`config.mk`:
```
export PLATFORM = sky130hd
export DESIGN_NAME = nt_update_scheduler_flat
export DESIGN_NICKNAME = d
export VERILOG_FILES = /design/src/rtl/nt_pkg.sv /design/src/rtl/nt_update_scheduler_if.sv /design/src/rtl/nt_sched_channel.sv /design/src/rtl/nt_update_scheduler.sv /design/src/flat_wrapper.sv
export SDC_FILE = /design/constraint.sdc
export NUM_CORES = 1
export LEC_CHECK = 0
export CAP_MARGIN = 20
export CORE_MARGIN = 2
export CORE_UTILIZATION = 52
export DETAILED_ROUTE_END_ITERATION = 12
export PLACE_DENSITY = 0.9
export SYNTH_ARGS = -nofsm -noshare
export SYNTH_HDL_FRONTEND = slang
export SYNTH_SLANG_ARGS = --single-unit
```
`constraint.sdc`:
```
create_clock -name clk -period 2.3 [get_ports clk]
set_clock_uncertainty 0.15 [all_clocks]
set_input_delay 0.23 -clock clk [delete_from_list [all_inputs] [get_ports clk]]
set_output_delay 0.23 -clock clk [all_outputs]
set_load 0.02 [all_outputs]
```
`src/rtl/nt_pkg.sv`:
```
// rtl/nt_pkg.sv - shared channel indices and request bundle for the update scheduler
package nt_pkg;

   localparam int NT_N_CH = 4;

   localparam int NT_CH_DOPAMINE       = 0;
   localparam int NT_CH_SEROTONIN      = 1;
   localparam int NT_CH_NOREPINEPHRINE = 2;
   localparam int NT_CH_CORTISOL       = 3;

   typedef struct packed {
      logic inc;
      logic dec;
      logic fast;
      logic setval;
   } nt_req_t;

endpackage

```
`src/rtl/nt_update_scheduler_if.sv`:
```
// rtl/nt_update_scheduler_if.sv - request/pulse bundle between regulators and the scheduler
interface nt_update_scheduler_if #(
   parameter int N_CH = 4
);
   localparam int SW = $clog2(N_CH);

   logic [N_CH-1:0] req_inc;
   logic [N_CH-1:0] req_dec;
   logic [N_CH-1:0] req_fast;
   logic [N_CH-1:0] req_setval;
   logic [N_CH-1:0] inc;
   logic [N_CH-1:0] dec;
   logic [N_CH-1:0] fast;
   logic [N_CH-1:0] setval;
   logic [SW-1:0]   slot;

   modport master (
      output req_inc, req_dec, req_fast, req_setval,
      input  inc, dec, fast, setval, slot
   );

   modport slave (
      input  req_inc, req_dec, req_fast, req_setval,
      output inc, dec, fast, setval, slot
   );

endinterface

```
`src/rtl/nt_sched_channel.sv`:
```
// rtl/nt_sched_channel.sv - sticky pending flags, idle decay and resolution for one channel
module nt_sched_channel
   import nt_pkg::*;
#(
   parameter int DECAY_SLOTS = 8
) (
   input  logic    clk,
   input  logic    rst,
   input  logic    serve,
   input  nt_req_t req,
   output nt_req_t pulse
);
   localparam int IW = (DECAY_SLOTS > 0) ? $clog2(DECAY_SLOTS + 1) : 1;
   localparam logic [IW-1:0] IDLE_LAST = (DECAY_SLOTS > 0) ? IW'(DECAY_SLOTS - 1) : '0;

   nt_req_t       pend;
   nt_req_t       eff;
   nt_req_t       pulse_n;
   logic [IW-1:0] idle;
   logic [IW-1:0] idle_n;

   // Requests arriving in the serve cycle itself are folded in here.
   assign eff = pend | req;

   always_comb begin
      pulse_n = '0;
      idle_n  = idle;
      if (eff.setval) begin
         pulse_n.setval = 1'b1;
         idle_n         = '0;
      end else if (eff.inc && eff.dec) begin
         idle_n = '0;
      end else if (eff.inc) begin
         pulse_n.inc  = 1'b1;
         pulse_n.fast = eff.fast;
         idle_n       = '0;
      end else if (eff.dec) begin
         pulse_n.dec  = 1'b1;
         pulse_n.fast = eff.fast;
         idle_n       = '0;
      end else if ((DECAY_SLOTS > 0) && (idle == IDLE_LAST)) begin
         pulse_n.dec = 1'b1;
         idle_n      = '0;
      end else begin
         idle_n = idle + IW'(1);
      end
   end

   always_ff @(posedge clk) begin
      if (rst) begin
         pend  <= '0;
         idle  <= '0;
         pulse <= '0;
      end else begin
         pulse <= serve ? pulse_n : '0;
         if (serve) begin
            pend <= '0;
            idle <= idle_n;
         end else begin
            pend <= eff;
         end
      end
   end

endmodule

```
`src/rtl/nt_update_scheduler.sv`:
```
// rtl/nt_update_scheduler.sv - prescaled round-robin release of neurotransmitter level updates
module nt_update_scheduler
   import nt_pkg::*;
#(
   parameter int N_CH        = NT_N_CH,
   parameter int TICK_DIV    = 16,
   parameter int DECAY_SLOTS = 8
) (
   input  logic                  clk,
   input  logic                  rst,
   input  logic                  en,
   nt_update_scheduler_if.slave  bus
);
   localparam int CW = $clog2(TICK_DIV);
   localparam int SW = $clog2(N_CH);
   localparam logic [CW-1:0] CNT_MAX  = CW'(TICK_DIV - 1);
   localparam logic [SW-1:0] SLOT_MAX = SW'(N_CH - 1);

   logic [CW-1:0]   cnt;
   logic [SW-1:0]   slot_q;
   logic            tick;
   nt_req_t         pulse [N_CH];
   logic [N_CH-1:0] inc_v, dec_v, fast_v, setval_v;

   assign tick = en && (cnt == CNT_MAX);

   always_ff @(posedge clk) begin
      if (rst) begin
         cnt    <= '0;
         slot_q <= '0;
      end else if (en) begin
         cnt <= tick ? '0 : cnt + CW'(1);
         if (tick) begin
            slot_q <= (slot_q == SLOT_MAX) ? '0 : slot_q + SW'(1);
         end
      end
   end

   for (genvar gi = 0; gi < N_CH; gi++) begin : g_ch
      nt_req_t req_g;
      logic    serve_g;

      assign req_g   = {bus.req_inc[gi], bus.req_dec[gi], bus.req_fast[gi], bus.req_setval[gi]};
      assign serve_g = tick && (slot_q == SW'(gi));

      nt_sched_channel #(
         .DECAY_SLOTS (DECAY_SLOTS)
      ) u_ch (
         .clk   (clk),
         .rst   (rst),
         .serve (serve_g),
         .req   (req_g),
         .pulse (pulse[gi])
      );
   end

   always_comb begin
      inc_v    = '0;
      dec_v    = '0;
      fast_v   = '0;
      setval_v = '0;
      for (int i = 0; i < N_CH; i++) begin
         inc_v[i]    = pulse[i].inc;
         dec_v[i]    = pulse[i].dec;
         fast_v[i]   = pulse[i].fast;
         setval_v[i] = pulse[i].setval;
      end
   end

   assign bus.inc    = inc_v;
   assign bus.dec    = dec_v;
   assign bus.fast   = fast_v;
   assign bus.setval = setval_v;
   assign bus.slot   = slot_q;

endmodule
```
`src/flat_wrapper.sv`:
```
// flat-port wrapper written by rule: the top's interface ports become plain ports
module nt_update_scheduler_flat import nt_pkg::*;
#(
   parameter int N_CH        = NT_N_CH,
   parameter int TICK_DIV    = 16,
   parameter int DECAY_SLOTS = 8
)
  (clk, rst, en, bus_req_inc, bus_req_dec, bus_req_fast, bus_req_setval, bus_inc, bus_dec, bus_fast, bus_setval, bus_slot);
  nt_update_scheduler_if #(.N_CH(N_CH)) bus_i ();
  input  logic clk;
  input  logic rst;
  input  logic en;
  input wire logic [$bits(bus_i.req_inc)-1:0] bus_req_inc;
  input wire logic [$bits(bus_i.req_dec)-1:0] bus_req_dec;
  input wire logic [$bits(bus_i.req_fast)-1:0] bus_req_fast;
  input wire logic [$bits(bus_i.req_setval)-1:0] bus_req_setval;
  output wire logic [$bits(bus_i.inc)-1:0] bus_inc;
  output wire logic [$bits(bus_i.dec)-1:0] bus_dec;
  output wire logic [$bits(bus_i.fast)-1:0] bus_fast;
  output wire logic [$bits(bus_i.setval)-1:0] bus_setval;
  output wire logic [$bits(bus_i.slot)-1:0] bus_slot;
  assign bus_i.req_inc = bus_req_inc;
  assign bus_i.req_dec = bus_req_dec;
  assign bus_i.req_fast = bus_req_fast;
  assign bus_i.req_setval = bus_req_setval;
  assign bus_inc = bus_i.inc;
  assign bus_dec = bus_i.dec;
  assign bus_fast = bus_i.fast;
  assign bus_setval = bus_i.setval;
  assign bus_slot = bus_i.slot;
  nt_update_scheduler #(.N_CH(N_CH), .TICK_DIV(TICK_DIV), .DECAY_SLOTS(DECAY_SLOTS)) u_core (.clk(clk), .rst(rst), .en(en), .bus(bus_i));
endmodule
```
# Word-level counts from Yosys, hierarchy flattened
# Index checks and enable logic that the tools add are counted.
# word_totals
regBits,54
input_bits,19
output_inout_bits,18
wordCells,133
# op_classes
addsub,6
n_eq_ne,8
muxes,46
bitwise,8
n_reduce_logical,27
# op_table
operator,count
two-way mux 4 bit,21
two-way mux 1 bit,24
"adder 4 x 1 -> 4 bit, second input constant",5
OR reduction 5 bit,4
"== test 4 x 3 -> 1 bit, second input constant",4
OR 4 bit,4
OR reduction 2 bit,8
OR reduction 4 bit,4
logical AND 1 bit,9
"== test 2 bit, second input constant",2
"== test 4 bit, second input constant",1
NOT 1 bit,4
"adder 2 x 1 -> 2 bit, second input constant",1
"== test 2 x 1 -> 1 bit, second input constant",1
logical NOT 2 bit,1
two-way mux 2 bit,1
AND reduction 2 bit,1

# Logic depth before layout (Yosys ltp)
# depth
ltp_word,6
mapped_depth,7
mapped_depth_nobuf,5

# Hierarchy
# From an unflattened synthesis, not the netlist that was laid out.
# hier_totals
cells_unflattened,211
hier_area_um2,2194.6
# modules_own_cells
mod,n_inst,cells_per_inst,area_each_um2,seq_area_each_um2
nt_sched_channel,4,43,462.9,240.2
nt_update_scheduler,1,39,342.8,120.1

# Worst setup path after synthesis
# OpenSTA, ideal clock, no wires.
# synth_timing
kind,register -> register
from,register u_core.cnt[0]
to,"register, netlist name u_core.g_ch[0].u_ch.pulse[2]"
setup_ps,103
arrival_time_ps,1501
required_ps,2047
setup_slack_ps,546
stages_incl_launch_ff,8
path_buffers,2
period_less_slack_ps,1754
cell_sequence,dfxtp_1 > ha_1 > and4_1 > buf_6 > and2_1 > buf_4 > nand3b_2 > a2111oi_2
# synth_via
elab_chain_cells,5
# synth_rtl
element,line_no,rtl
"start, declared",nt_update_scheduler.sv:19,logic [CW-1:0] cnt;
"start signal, assigned",nt_update_scheduler.sv:32,cnt <= tick ? '0 : cnt + CW'(1);
== test 4 bit,nt_update_scheduler.sv:25,assign tick = en && (cnt == CNT_MAX);
logical AND 1 bit,nt_update_scheduler.sv:25,
logical AND 1 bit,nt_update_scheduler.sv:44,assign serve_g = tick && (slot_q == SW'(gi));
NOT 1 bit (no line),--,
OR reduction 5 bit (no line),--,
# Every way passes these cells.
# A chain may end at the register's enable or synchronous reset.

# Final worst setup path
# layout_timing
from,register u_core.cnt[0]
to,register u_core.g_ch[3].u_ch.idle[0]
# layout_via
elab_chain_cells,3
# layout_rtl
element,line_no,rtl
== test 4 bit,nt_update_scheduler.sv:25,
logical AND 1 bit,nt_update_scheduler.sv:25,
logical AND 1 bit,nt_update_scheduler.sv:44,
"end signal, assigned",nt_sched_channel.sv:58,idle <= idle_n;
"end, declared",nt_sched_channel.sv:19,logic [IW-1:0] idle;
# Every way passes these cells.

==> reports/summary.md <==
TritonCTS built the clock tree. The final worst setup slack was 238 ps. The total iterations of the first detailed-routing run came out at 4.

The tools report the final-report max-slew violation count as 0. In the global route stage, overall resource usage came out at 18.3%. 37 I/O pins were placed. STA classifies the critical path endpoint as a register. For the post-synthesis sequential area ratio, the log shows 50.4%. The worst setup path is launched from a register. Summing the areas of all fa, ha and maj instances in the mapped netlist gives 5.25% of the synthesized area. The maximum resistive drop on vdd is 0.369 mV, and the area of the die is 4650 µm².

TritonCTS created 5 clock buffers. Number of clock sinks: 54. The mean number of vias per cell is 5.40, and the share of post-route cells with drive strength above 1 is 8.03%. Detailed routing inserted a total of 1748 vias. The clock transition at the registers of the reported paths is 90 ps.

Data on the critical path is required at its endpoint by 2370 ps. The proportion of netlist area held by the largest area contributor is 50.4%. Relative to the synthesized area, the layout overhead comes to 25.1%. Setup fix buffers added after clock tree synthesis: 0. The via count of the first global-routing pass is 1517. The most common cell in the synthesized netlist is sky130_fd_sc_hd__dfxtp_1.

For this block, the initial DRC count from the detailed router was 101. The total half-perimeter wirelength after legalization and detailed placement came out at 3000 µm. A synthesized cell averages 9.45 µm². For the pin with the worst max-slew slack, the measured transition is 557 ps. Net switching is 22.1% of the power.

The xor-xnor portion of the synthesized cell area is 4.08%. Clock latency on the worst-skew pair, taken at its later pin, is 300 ps. Routability-driven placement finished with a final weighted congestion of 0.886. The global-route wire length before repair is 6380 µm. The sum of overflow across all layers after global routing came out at 0. In the post-synthesis netlist, the biggest area contributors are sky130_fd_sc_hd__dfxtp_1, sky130_fd_sc_hd__nor2_1, sky130_fd_sc_hd__ha_1, sky130_fd_sc_hd__nor3_1, sky130_fd_sc_hd__nand2_1. The clock network accounts for 30.8% of the total power. In the routed design, unresolved DRC markers number 0. For the worst setup path, the data arrival time is 2130 ps. In this run, flip-flops and latches consume 61.3% of the power. Antenna violation net count after detailed routing: 0. Summed over all nets, the switching power comes to 350 µW. Row generation in the floorplan step produced 23 rows. The synthesized netlist devotes 10.4% of its cell area to compound gates. At the end of the flow, the number of nets in the layout was 302. The worst setup path is of the reg2reg kind.

In the final timing run, aggregate negative setup slack is 0 ps. The maximum fanout along the worst path is 7. In the synthesized netlist, the number of instances is 227.

Warning count from the yosys run: 0. The cell sitting at the root of the clock tree is a sky130_fd_sc_hd__clkbuf_8. The effective utilization at floorplan was 54.0%; the shortest period the worst path allows was 2060 ps. The count of buffers inserted at the top-level ports is 36. Based on the critical path, the design can be clocked at up to 485 MHz.

In this run, post-CTS hold repair placed 0 buffers. Combinational logic burns 7.9% of the power. The proportion of synthesized area in mux cells was 0.933%.

Before CTS, the worst setup slack after placement is 119 ps. The tools report the number of max-cap violations as 0. The flow ran to the end, and the final reports show no timing, DRC or antenna violations.

The power density relative to cell area is 589 nW/µm². The synthesized netlist occupies a cell area of 2140 µm². For this design the static power due to leakage is 0.00106 µW.

After synthesis, the most frequently instantiated cells are sky130_fd_sc_hd__dfxtp_1, sky130_fd_sc_hd__nor2_1, sky130_fd_sc_hd__nand2_1. The tools report the maximum number of pins on one net before global-route repair as 15. Number of hold violations in the final report: 0. In the synthesized netlist the async set-or-reset flop fraction comes to 0%. The worst min-delay path class is reg2reg. The run gives 2 as the buffer levels on the longest clock path. The cell taking the most area after synthesis was sky130_fd_sc_hd__dfxtp_1.

The area fraction in and, or, nand and nor cells after synthesis is 26.8%. Counting every net in the synthesized netlist gives 255. CTS built an H-tree with a depth of 2. The worst pin sits at a relative slew slack of 62.5%. The floorplan step set the die width to 68.2 µm. Setup repair after global routing left no endpoint under its margin. Post-CTS repair changed the size of 0 cells.

Number of enable flip-flop cells after synthesis: 0. The routed wire length per instance works out to 12.3 µm. Synthesis inferred 54 register bits.

In this run the standard cell core region covers 3970 µm². The post-synthesis cell type count came out at 44. Dividing the final minimum period by the clock period gives 89.6%. The tools report the total of endpoints with negative setup slack in the final report as 0. Cell internal power was estimated by the tool at 1230 µW. The die span in y works out to 68.2 µm.

The largest family of logic cells by synthesized area was simple AND/OR/NAND/NOR gates. The tools report the number of antenna violations at the first check in global routing as 0. The most common flop cell mapped by yosys is sky130_fd_sc_hd__dfxtp_1. The repair_antennas step left the layout with diodes totalling 0. Routed wire length: 3990 µm.
[per-layer routing]
metal  wire length (µm)  global-route usage [%]  up-vias  share of wire (%)
met5                  0                       0        -                  0
met1               1780                    21.6      788                 45
li1                   -                       -      900                  -
met4                 80                    8.25        0                2.0
met3                194                    4.93        9                4.9
met2               1940                    31.1       51                 49
[registers in the layout (all words and copies together), names as in the netlist]
name                    flops
u_core.g_ch.u_ch.pend      16
u_core.g_ch.u_ch.idle      16
u_core.g_ch.u_ch.pulse     16
u_core.bus.slot             2
u_core.cnt                  4
[critical path, cell delays in order (launching register included)]
cell and delay, ps:
sky130_fd_sc_hd__dfxtp_1 380, sky130_fd_sc_hd__ha_1 200, sky130_fd_sc_hd__and4_1 400, sky130_fd_sc_hd__nand4b_1 250, sky130_fd_sc_hd__or3_1 420, sky130_fd_sc_hd__o31ai_2 190
[final cells by class]
cell class	count	area, µm²
Sequential cell	54	1080
Inverter	3	11.3
Multi-Input combinational cell	164	1020
Tap cell	50	62.6
Timing Repair Buffer	46	435
Clock buffer	7	76.3
Fill cell	299	1290
[power by group through the flow]
stage	Combinational [µW]	Clock, µW	Sequential, µW
after floorplan	66.9	0	988
after global placement	123	0	989
after detailed placement	125	0	990
after CTS	126	502	968
after global routing	140	533	971
final	126	487	968
[stage by stage]
step	cells	utilization, %	total power [µW]	cell area (µm²)	hold slack (ps)
detailed placement	317	65.7	1120	2610	263
CTS	324	67.6	1600	2680	276
floorplan	227	-	1050	2140	149
global route	324	67.6	1640	2680	304
global placement	317	65.7	1110	2610	255
finish	324	67.6	1580	2680	279
[kinds of logic after synthesis]
kind of cell	Yosys count
multiplexers	2
AO/OA/AOI/OAI	32
flip-flops	54
XOR/XNOR	10
buffers and inverters	9
AND/OR/NAND/NOR	111
adder cells (fa/ha/maj)	9
[path summary, 6_finish.rpt]
kind                                                   from                           end  slack [ps]  cells past startpoint
worst max-delay path                          u_core.cnt[0]   u_core.g_ch[3].u_ch.idle[0]         240                      5
worst min register to register  u_core.g_ch[0].u_ch.pend[2]  u_core.g_ch[0].u_ch.pulse[3]         280                      1
worst max register to register                u_core.cnt[0]   u_core.g_ch[3].u_ch.idle[0]         240                      5
worst min-delay path            u_core.g_ch[0].u_ch.pend[2]  u_core.g_ch[0].u_ch.pulse[3]         280                      1
[cells in the final DEF (no fill, tap or decap), drive strengths merged, types with 2 or more instances in the layout]
| cell | n |
|---|---|
| ha | 9 |
| nand2 | 16 |
| inv | 3 |
| nand2b | 4 |
| o21ai | 6 |
| and3 | 4 |
| nor3 | 14 |
| a32o | 2 |
| nand4b | 5 |
| dfxtp | 54 |
| buf | 10 |
| nand3 | 5 |
| xor2 | 4 |
| nor2 | 41 |
| clkdlybuf4s50 | 36 |
| nand3b | 4 |
| or2 | 2 |
| xnor2 | 6 |
| nand4 | 2 |
| nor4 | 7 |
| o31ai | 2 |
| a31oi | 3 |
| a21o | 5 |
| clkbuf | 7 |
| a21oi | 8 |
| mux2i | 2 |
Power figures use the tool's default switching activity.
